$ cat src/rtl/key_stream_reader.sv
// key_stream_reader: walks the stored AES round keys in stream order, reading
// each one from a fixed-latency key store and presenting it downstream with a
// valid/ready handshake.
//
// Handshake: key_out/key_idx/last are valid while key_valid=1 and stay stable
// until a rising edge where key_ready=1. key_ready has no effect while
// key_valid=0.
//
// Configuration macro KEY_ORDER_FWD_EN: when defined the stream runs 0..10
// (encryption order); otherwise it runs 10..0 (decryption order).
//
// If key_done drops mid-stream, the stream restarts from the first index once
// key_done returns. When key_done drops in the same cycle as a handshake, the
// abort wins and the key does not count as transferred.
module key_stream_reader #(
   parameter int LAT = 1  // key-store read latency in cycles, legal 1..3
) (
   input  logic         clk,
   input  logic         rest,
   input  logic         start,
   input  logic         key_done,
   input  logic [127:0] key_round_in,
   output logic [3:0]   rount_no,
   output logic [127:0] key_out,
   output logic [3:0]   key_idx,
   output logic         key_valid,
   input  logic         key_ready,
   output logic         last,
   output logic         busy
);

   typedef enum logic [2:0] {
      S_IDLE     = 3'd0,
      S_WAIT_GEN = 3'd1,
      S_ISSUE    = 3'd2,
      S_WAIT_LAT = 3'd3,
      S_PRESENT  = 3'd4
   } state_t;

`ifdef KEY_ORDER_FWD_EN
   localparam logic [3:0] FIRST_IDX = 4'd0;
   localparam logic [3:0] LAST_IDX  = 4'd10;
`else
   localparam logic [3:0] FIRST_IDX = 4'd10;
   localparam logic [3:0] LAST_IDX  = 4'd0;
`endif

   // The capture edge comes LAT+1 edges after rount_no updates; the counter
   // is cleared on the update edge and counts one per WAIT_LAT cycle.
   localparam logic [1:0] LAT_CNT = LAT[1:0];

   state_t     state_q;
   logic [3:0] idx_q;
   logic [3:0] idx_d;
   logic [1:0] cnt_q;

   // Next stream index; saturates at the final index so it can never leave 0..10.
   always_comb begin
      idx_d = idx_q;
      if (idx_q != LAST_IDX) begin
`ifdef KEY_ORDER_FWD_EN
         idx_d = idx_q + 4'd1;
`else
         idx_d = idx_q - 4'd1;
`endif
      end
   end

   // Stream sequencer with all outputs registered.
   always_ff @(posedge clk or posedge rest) begin
      if (rest) begin
         state_q   <= S_IDLE;
         idx_q     <= 4'd0;
         cnt_q     <= 2'd0;
         rount_no  <= 4'd0;
         key_out   <= '0;
         key_idx   <= 4'd0;
         key_valid <= 1'b0;
         last      <= 1'b0;
         busy      <= 1'b0;
      end else begin
         case (state_q)
            S_IDLE: begin
               if (start) begin
                  state_q <= S_WAIT_GEN;
                  idx_q   <= FIRST_IDX;
                  busy    <= 1'b1;
               end
            end

            S_WAIT_GEN: begin
               if (key_done) begin
                  state_q <= S_ISSUE;
               end
            end

            S_ISSUE: begin
               if (!key_done) begin
                  state_q <= S_WAIT_GEN;
                  idx_q   <= FIRST_IDX;
               end else begin
                  rount_no <= idx_q;
                  cnt_q    <= 2'd0;
                  state_q  <= S_WAIT_LAT;
               end
            end

            S_WAIT_LAT: begin
               if (!key_done) begin
                  state_q <= S_WAIT_GEN;
                  idx_q   <= FIRST_IDX;
               end else if (cnt_q == LAT_CNT) begin
                  key_out   <= key_round_in;
                  key_idx   <= rount_no;
                  last      <= (rount_no == LAST_IDX);
                  key_valid <= 1'b1;
                  state_q   <= S_PRESENT;
               end else begin
                  cnt_q <= cnt_q + 2'd1;
               end
            end

            S_PRESENT: begin
               if (!key_done) begin
                  key_valid <= 1'b0;
                  last      <= 1'b0;
                  idx_q     <= FIRST_IDX;
                  state_q   <= S_WAIT_GEN;
               end else if (key_ready) begin
                  key_valid <= 1'b0;
                  last      <= 1'b0;
                  if (last) begin
                     busy    <= 1'b0;
                     state_q <= S_IDLE;
                  end else begin
                     idx_q   <= idx_d;
                     state_q <= S_ISSUE;
                  end
               end
            end

            default: begin
               state_q <= S_IDLE;
            end
         endcase
      end
   end

endmodule

$ cat config.mk
export PLATFORM = sky130hd
export DESIGN_NAME = key_stream_reader
export DESIGN_NICKNAME = d
export VERILOG_FILES = /design/src/rtl/key_stream_reader.sv
export SDC_FILE = /design/constraint.sdc
export NUM_CORES = 1
export LEC_CHECK = 0
export CELL_PAD_IN_SITES_DETAIL_PLACEMENT = 1
export CELL_PAD_IN_SITES_GLOBAL_PLACEMENT = 1
export CORE_MARGIN = 2
export CORE_UTILIZATION = 35
export CTS_CLUSTER_DIAMETER = 100
export DETAILED_ROUTE_END_ITERATION = 6
export PLACE_DENSITY_LB_ADDON = 0.1
export SYNTH_ARGS = -nofsm -noshare
export SYNTH_HDL_FRONTEND = slang
export SYNTH_SLANG_ARGS = --single-unit
$ cat constraint.sdc
create_clock -name clk -period 10.1 [get_ports clk]
set_clock_uncertainty 0.05 [all_clocks]
set_input_delay 1.515 -clock clk [delete_from_list [all_inputs] [get_ports clk]]
set_output_delay 1.515 -clock clk [all_outputs]
set_load 0.02 [all_outputs]
==> key figures <==
STA
  • Fin crit period: 4.37 ns
  • Fmax: 229 MHz
  • Hold_ws: 0.432 ns
  • Worst slew pin tran: 0.978 ns
  • Final worst path period share: 43.3%
  • Max-slew violation count: 0
  • Normalized max-slew margin: 34.8%
  • Setup TNS: 0 ns
  • Final setup fails: 0
  • RSZ-0062 raised after global routing: false
  • Final Hold Viols: 0

Pwr
  • Clock Power Share: 21.2%
  • Switching part of the total: 34.7%
  • Lkg Pwr: 4.00 nW
  • Combinational Power Share: 44.4%
  • Worst vdd ir: 0.206 mV
  • Total power: 3.00 mW
  • Power per cell area: 322 mW/mm^2
  • Cell internal pwr: 1.95 mW
  • Sw Pwr: 1.04 mW
  • Seq pwr share: 34.4%

Cells and area
  • Layout cells sized above 1: 16.0%
  • Fill cells: 1563
  • Finished Cell Area: 0.00931 mm^2
  • Area Overhead vs Synth: 58.5%
  • Non-Filler Instances: 875
  • Antenna cells: 0
  • Nets: 777

Clock tree
  • Worst-Skew Late Latency: 0.42 ns
  • Post-CTS Resized: 0
  • Clock Path Buffers: 2
  • Root Driver: clkbuf_16
  • Clk pin slew, worst setup/hold paths: 0.06 ns
  • Total CTS buffers: 17
  • Post CTS Setup Buffer Count: 0
  • Htree depth: 4
  • CTS Sinks: 148
  • TritonCTS clock tree: done
  • # hold bufs at CTS: 0

GRT
  • Total GRT Usage: 19.5%
  • Initial antenna violation count: 0
  • Global route total overflow: 0
  • Vias in the first global route: 4613
  • Largest net degree at the start of global routing: 77
  • First-pass GRT wire length: 26500 um

Synthesis
  • Yosys cell types: 43
  • Mean Syn Cell Area: 15.9 um^2
  • Top cell type's share of synthesized area: 63.1%
  • Seq cells post-synth: 148
  • Number of synthesized flops with an enable pin: 0
  • Synth Instances: 369
  • Area contributors post-synth: dfrtp_1 (63%), mux2_1 (13%), mux2_2 (13%)
  • Area leader, netlist: dfrtp_1
  • Post-Synthesis Net Count: 504
  • Commonest cells post-synth: dfrtp_1 (148), mux2_1 (69), mux2_2 (67)
  • Syn Std Cell Area: 0.00587 mm^2
  • Yosys warning total: 0
  • Ys flop type: dfrtp_1
  • FFs w/ async S/R, synth: 100%
  • Most numerous cell in the Yosys netlist: dfrtp_1
  • Post-synthesis sequential area ratio: 63.1%

Routing
  • Detailed router's first-iteration violation count: 151
  • Met2 WL: 8130 um
  • Drt total wl: 16800 um
  • Post-route ant nets: 0
  • Avg WL per Cell: 19.2 um
  • WL met3: 1700 um
  • Drt pass-1 iters: 4
  • Uppermost layer routed: met4
  • Routed length on met1: 6670 um
  • DRC Markers: 0
  • Via/cell ratio: 4.78
  • DR vias: 4184

Placement
  • Placed Cells: 843
  • Post-detail-place hpwl: 12300 um
  • Final GP Congestion: 0.792
  • # port buffers: 271
  • Cell Area, Placed: 0.00872 mm^2

Worst hold path
  • HP Class: flop to flop
  • Hold Crit Depth: 1
  • Hold worst-path end: key_out[15]
  • HP Start: key_out[15]

Setup path
  • FF-to-FF End: key_out[42]
  • Critical path's largest stage delay: 0.89 ns
  • R2r startpoint: cnt_q[1]
  • FF-to-FF path depth: 6
  • Startpoint Class: input port
  • CP top delay family: buffers and inverters
  • Cells along the critical path: clkdlybuf4s50_1 > nand3b_4 > nor2_8 > buf_4 > mux2_2
  • CP endpoint kind: flop
  • CP required: 10.36 ns
  • Critical path class: input port to flop
  • Bufs and invs on worst path: 2
  • Crit path max fanout: 76
  • Critical path arrival: 4.63 ns
  • R2r setup slk: 6.83 ns
  • CP max-delay cell: buf_4

Run status
  • Status: finished clean

Floorplanning
  • Starting density of the core: 35.7%
  • Core area: 0.0165 mm^2
  • Die Span Y: 134 um
  • Die W: 134 um
  • IO Pins: 272
  • Rows: 47
  • Die ar.: 0.0178 mm^2

Flow run
  • Maxcap violations: 0
metrics by stage:
step | util, % | worst slack (ns)
after floorplan | - | 4.56
after global placement | 52.9 | 5.33
after detailed placement | 52.9 | 5.27
after CTS | 56.5 | 5.73
after global routing | 56.5 | 5.51
final | 56.5 | 5.73
cell type report:
type,instances,area [um^2],share of cell area [%]
Multi-Input combinational cell,198,1990,21.4
Sequential cell,148,3700,39.8
Clock inverter,14,160,1.72
Inverter,4,20.0,0.215
Tap cell,220,275,2.96
Clock buffer,18,429,4.61
Timing Repair Buffer,273,2730,29.3
metal layers:
metal | vias up | track usage [%]
met3 | 21 | 8.64
met2 | 200 | 32.0
met4 | 0 | 7.15
met5 | - | 0
li1 | 1879 | -
met1 | 2084 | 22.7
power by group through the flow:
stage / registers [mW] / logic (mW) / clock network [mW]
floorplan: 1.34 / 0.326 / 0
global placement: 1.02 / 1.32 / 0
detailed placement: 1.04 / 1.35 / 0
CTS: 1.03 / 1.35 / 0.656
global route: 1.07 / 1.41 / 0.677
finish: 1.03 / 1.33 / 0.634
logic make-up after synthesis:
group | count (synthesis) | synth area share [%]
buf+inv | 23 | 3.05
simple gates | 34 | 4.18
fa+ha+maj | 2 | 0.426
mux | 137 | 26.2
compound gates | 25 | 3.05
flops | 148 | 63.1
flip-flops by register name (all words and copies together), names as in the netlist:
name,flops
key_valid,1
idx_q,4
key_idx,4
key_out,128
busy,1
state_q,3
cnt_q,2
rount_no,4
last,1
how the worst max path moves through the flow:
stage	to	slack (ns)	start	cells past startpoint
detailed placement	key_out[42]	5.27	key_done	5
floorplan	busy	4.56	rest	1
finish	key_out[42]	5.73	key_done	5
global placement	key_out[38]	5.33	key_done	5
global route	key_out[42]	5.51	key_done	5
CTS	key_out[42]	5.73	key_done	5
cell usage in the layout (no fill, tap or decap), drive strengths merged, types with 3 or more instances in the layout:
master / synthesis / final
clkinvlp: 0 / 3
nor2: 4 / 4
nor4: 3 / 3
o22ai: 3 / 3
clkdlybuf4s50: 0 / 271
o2bb2ai: 3 / 3
clkbuf: 2 / 18
nor4bb: 3 / 3
inv: 4 / 5
nand2: 5 / 5
clkinv: 0 / 7
bufinv: 0 / 3
a21oi: 3 / 3
dfrtp: 148 / 148
nor2b: 3 / 3
nor3b: 3 / 3
o21ai: 4 / 4
mux2: 136 / 136
No activity file was read; power rests on OpenSTA's default activity.
